===== src/rtl/ipv_deserializer.sv =====
// Serial-to-parallel vector assembler: packs LANES-bit beats (first beat in the LSBs) into a
// K-bit vector, with early termination, zero fill, a length report and DELAY alignment stages.
module ipv_deserializer #(
  parameter  int K     = 4,
  parameter  int LANES = 1,
  parameter  int DELAY = 3,
  localparam int LW    = $clog2(K + 1)
) (
  input  logic             clk,
  input  logic             rst_n,
  input  logic             in_valid,
  input  logic [LANES-1:0] in_data,
  input  logic             in_last,
  output logic             out_valid,
  output logic [K-1:0]     out_data,
  output logic [LW-1:0]    out_len
);
  localparam int B  = K / LANES;
  localparam int CW = (B > 1) ? $clog2(B) : 1;

  logic [CW-1:0] r_idx;
  logic [K-1:0]  r_acc;
  logic          r_vld  [DELAY+1];
  logic [K-1:0]  r_data [DELAY+1];
  logic [LW-1:0] r_len  [DELAY+1];

  logic [K-1:0]  w_beat;
  logic [K-1:0]  w_merged;
  logic          w_done;
  logic [LW-1:0] w_len;

  // Bits above the current beat are always zero in r_acc, so OR-ing is the same as writing the slice.
  always_comb begin
    w_beat   = K'(in_data) << (int'(r_idx) * LANES);
    w_merged = r_acc | w_beat;
    w_done   = in_valid && (in_last || (r_idx == CW'(B - 1)));
    w_len    = LW'((int'(r_idx) + 1) * LANES);
  end

  always_ff @(posedge clk or negedge rst_n) begin
    if (!rst_n) begin
      r_idx <= '0;
      r_acc <= '0;
    end else if (in_valid) begin
      if (w_done) begin
        r_idx <= '0;
        r_acc <= '0;
      end else begin
        r_idx <= r_idx + CW'(1);
        r_acc <= w_merged;
      end
    end
  end

  always_ff @(posedge clk or negedge rst_n) begin
    if (!rst_n) begin
      for (int i = 0; i <= DELAY; i++) begin
        r_vld[i]  <= 1'b0;
        r_data[i] <= '0;
        r_len[i]  <= '0;
      end
    end else begin
      r_vld[0]  <= w_done;
      r_data[0] <= w_done ? w_merged : '0;
      r_len[0]  <= w_done ? w_len : '0;
      for (int i = 1; i <= DELAY; i++) begin
        r_vld[i]  <= r_vld[i-1];
        r_data[i] <= r_data[i-1];
        r_len[i]  <= r_len[i-1];
      end
    end
  end

  assign out_valid = r_vld[DELAY];
  assign out_data  = r_data[DELAY];
  assign out_len   = r_len[DELAY];

endmodule


===== config.mk =====
export PLATFORM = sky130hd
export DESIGN_NAME = ipv_deserializer
export DESIGN_NICKNAME = d
export VERILOG_FILES = /design/src/rtl/ipv_deserializer.sv
export SDC_FILE = /design/constraint.sdc
export NUM_CORES = 1
export LEC_CHECK = 0
export CAP_MARGIN = 20
export CORE_UTILIZATION = 58
export DETAILED_ROUTE_END_ITERATION = 12
export DONT_BUFFER_PORTS = 1
export HOLD_SLACK_MARGIN = 0.06
export MAX_ROUTING_LAYER = met4
export PLACE_DENSITY = 0.74
export RECOVER_POWER = 100
export SYNTH_ARGS = -nofsm -noshare
export SYNTH_HDL_FRONTEND = slang
export SYNTH_SLANG_ARGS = --single-unit

===== constraint.sdc =====
create_clock -name clk -period 1.7 [get_ports clk]
set_clock_uncertainty 0.2 [all_clocks]
set_input_delay 0.34 -clock clk [delete_from_list [all_inputs] [get_ports clk]]
set_output_delay 0.34 -clock clk [all_outputs]
set_load 0.02 [all_outputs]

; Word level (Yosys, flattened, before mapping)
; Index checks and enable logic that the tools add are counted.
[classes]
reduce_logical = 2
n_addsub = 2
eq_ne = 1
bitwise = 1
shifts = 1
n_mux = 4
[ops]
columns = cell, n
row1 = $mux 4, 2
row2 = $or 4x4->4, 1
row3 = $shl 1x2->4, 1
row4 = $add 2x1->3 const B, 1
row5 = $mux 3, 1
row6 = $add 2x1->2 const B, 1
row7 = $eq 2x2->1 const B, 1
row8 = $mux 2, 1
row9 = $logic_and 1x1->1, 1
row10 = $logic_or 1x1->1, 1
[word_totals]
ff_bits = 38
elab_cells = 25
in_bits = 5
out_inout_bits = 8

; Depth between registers and ports, before layout
[logic_depth]
ltp_word = 4
depth_mapped = 4
depth_no_buf = 4

; Worst setup path before layout
; OpenSTA, ideal clock, no wires.
[synth_path]
path_type = reg-to-reg
startpoint = reg r_idx[1]
endpoint = reg r_len[10] in the netlist's numbering
setup_slack_ps = 233
path_stages_with_launch = 5
path_buffers = 0
required_time_ps = 1381
setup_time_ps = 119
t_arrival_ps = 1148
path_cell_list = dfrtp_1 -> ha_1 -> o21ai_2 -> inv_2 -> and2_1
[synth_via]
elab_chain_cells = 4
elab_cells_between_ends = 5
[synth_rtl]
columns = item, line_no
row1 = start: declaration, 21  ; logic [CW-1:0] r_idx;
row2 = start signal: assignment, 49  ; r_idx <= r_idx + CW'(1);
row3 = $eq 2x2->1, 36  ; w_done = in_valid && (in_last || (r_idx == CW'(B - 1)));
row4 = $logic_or 1x1->1, 36
row5 = $logic_and 1x1->1, 36
row6 = via w_done, 29  ; logic w_done;
row7 = $mux 3, 65  ; r_len[0] <= w_done ? w_len : '0;
row8 = end signal: indexed assignment, 69  ; r_len[i] <= r_len[i-1];
row9 = end: declaration, 25  ; logic [LW-1:0] r_len [DELAY+1];
; The timed path passes the listed nets, and every way through them passes these cells.
; A chain may end at the register's enable or synchronous reset.

; Worst setup path after layout
[layout_path]
startpoint = reg r_idx[1]
endpoint = reg r_data[15] in the netlist's numbering
[layout_via]
elab_chain_cells = 4
elab_cells_between_ends = 6
[layout_rtl]
columns = item, line_no
row1 = $eq 2x2->1, 36
row2 = $logic_or 1x1->1, 36
row3 = $logic_and 1x1->1, 36
row4 = $mux 4 (*), 64  ; r_data[0] <= w_done ? w_merged : '0;
row5 = end signal: indexed assignment, 68  ; r_data[i] <= r_data[i-1];
row6 = end: declaration, 24  ; logic [K-1:0] r_data [DELAY+1];
; Mark *: on every way between the ends. The rest lies on a longest branch, timed or not.

==> flow_summary.yaml <==
global_routing:
  met3_usage: 0.06792
  grt_use_total: 0.1649
  grt_antenna_before_repair: 0
  grt_pass1_vias: 528
  top_usage_layer: "met2"
  grt_max_degree: 39
  grtUsageMet1: 0.1738
  grtUsageMet2: 0.2411
  grt_first_pass_wirelength_um: 2242
  grt-ovfl-total: 0
pwr:
  total_leakage_power_nw: 0.6412
  p_per_area_mw_per_mm2: 1433
  ir_drop_v: 0.0008218
detailed_routing:
  drt_iter0_drc: 7
  antenna_left: 0
  drc: 0
  wl_per_cell_um: 12.78
  num_vias: 551
  vias_per_cell: 5.055
  drtPass1Iterations: 3
  wl_um: 1393
critical_path:
  critPathKind: "reg -> reg"
  end_kind: "flop"
  worstSetupStartpoint: "r_idx[1]"
  crit_fanout: 10
  startpoint_type: "flop"
  reg2reg_from: "r_idx[1]"
  critPathRequiredTime_ns: 1.72
  crit_arrival_ns: 1.52
cells_and_area:
  area.growth.synth_to_final_pct: 6.425
  post-route-util: 0.6550
  drive_gt1_frac: 0.1220
  final_nets: 87
  fin_area_mm2: 0.001285
  diodes: 0
synth:
  yosysSeqAreaShare: 0.7876
  yosysMostFrequentCell: "dfrtp_1"
  asyncSetResetFlopFracSynth: 1.000
  synthesis.area_mm2: 0.001207
  synth_cell_types: 20
  post-synth-top-area-cell: "dfrtp_1"
  synthTopCellsByCount: "38 x dfrtp_1, 7 x buf_4, 5 x a21oi_1, 5 x nor2_1, 3 x inv_1"
  synth_cells: 76
  syn_avg_cell_area_um2: 15.89
  synth.area.top_cells: "dfrtp_1 79%, buf_4 4.4%, a21oi_1 2.1%"
  ys_seq_elements: 38
  synth_nets: 82
  synth-edff-count: 0
  ys_warn_count: 0
  synth-main-ff-cell: "dfrtp_1"
  synth_top_cell_area_share: 0.7876
flow_run:
  maxCapViolCount: 0
clock_tree:
  clock_latency_ns: 0.33
  htreeDepth: 2
  cts_tree: "done"
  cts.clk_slew.worst_paths_ns: 0.10
  clkSinkCount: 38
  cts-buffers-inserted: 5
  cts-root-buf: "clkbuf_4"
  cts_buffer_depth: 2
  cts_setup_buffers: 0
die:
  core-area_mm2: 0.001962
  ioPinCount: 13
  num_rows: 16
  initial_core_util: 0.6154
  fp.dieW_um: 47.63
  die-area_mm2: 0.002268
  dieHeight_um: 47.63
placement:
  placed_area_mm2: 0.001187
  globalplace.congestion: 0.6956
  pre_cts_slack_ns: 0.2610
  place_hpwl_um: 827.7
  portBuffers: 0
timing:
  min_period_ns: 1.498
  worstMarginPinSlew_ns: 0.8624
  clock.fmax_mhz: 667.5
  finalCritPeriodShare: 0.8812
  grt_setup_unrepaired: "false"
  slew_headroom: 0.4251
  tns_ns: 0
  hold_viol: 0
  maxSlewViolCount: 0
  setup_viol: 0
  layout_setup_ws_ns: 0.2020
status:
  status: "completed"
worst_hold_path:
  worstHoldPathType: "reg -> reg"
  min_from: "r_vld[1]"
## cell usage in the layout, fill, tap and decap left out, drive strengths merged
master       netlist  final
nor2               5      5
a21oi              6      6
o21ai              1      1
clkinv             0      1
nand4bb            1      1
nand3b             2      2
xnor2              1      1
a31oi              1      1
ha                 1      1
nand4b             2      2
buf                9      1
inv                4      4
dlygate4sd3        0      4
dfrtp             38     38
clkbuf             0      9
and2               2      2
mux2i              1      1
a41oi              1      1
or3b               1      1
## final cells by class
class,instances,area (µm²)
fillers,153,676.9
clock buffers,7,55.05
multi-input cells,25,168.9
well taps,27,33.78
flip-flops and latches,38,950.9
repair buffers,7,56.30
inverters,4,15.01
clock inverters,1,5.005
## per-stage QoR
stage / power (W) / hold WS (ns) / cells
finish: 0.001842 / 0.1575 / 109
global route: 0.001949 / 0.1659 / 109
CTS: 0.001882 / 0.1593 / 109
detailed placement: 0.001373 / -0.1549 / 96
global placement: 0.001352 / -0.1550 / 96
floorplan: 0.001364 / -0.1556 / 76
## per-layer routing
layer / wire (µm) / vias up
met4: 48 / 0
met3: 86 / 6
met2: 673 / 18
li1: - / 252
met5: 0 / -
met1: 584 / 275
## worst max-delay path, stage by stage (launching register included)
cell      delay (ns)
dfrtp_1         0.48
ha_1            0.25
o21ai_2         0.15
clkbuf_1        0.23
nor2_1          0.08
## final timing paths
path | end | slack, ns | depth (start not counted)
max in group asynchronous | r_len[3] | 0.30 | 2
setup / recovery | r_data[15] | 0.20 | 4
setup reg to reg | r_data[15] | 0.20 | 4
min in group asynchronous | r_len[4] | 0.45 | 2
hold reg to reg | out_valid | 0.16 | 0
hold / removal | out_valid | 0.16 | 0
## what timing repair did
item	in CTS	in global routing
gates resized for setup	0	0
hold buffers	5	0
hold endpoints to repair	51	0
## power by group
group	leakage, nW	total (W)	switching (W)	internal [W]
Clock	0.0353	0.000470	0.000270	0.000200
Combinational	0.0945	0.000203	0.000108	0.0000959
Sequential	0.511	0.00117	0.000109	0.00106
## cell families after synthesis
family / count (synthesis) / synth area share
DFF: 38 / 0.7876
buffers and inverters: 13 / 0.06942
and+or+nand+nor: 13 / 0.06943
AOI/OAI and AO/OA: 9 / 0.04767
xor gates and xnor gates: 1 / 0.007255
muxes: 1 / 0.008290
adders and majority gates: 1 / 0.01036
## flip-flops by register name, summed over array words and instances (netlist names)
name and cells:
r_acc 4, r_vld 3, r_idx 2, r_data 12, out_len 3, r_len 9
out_valid 1, out_data 4
Power figures use the tool's default switching activity.
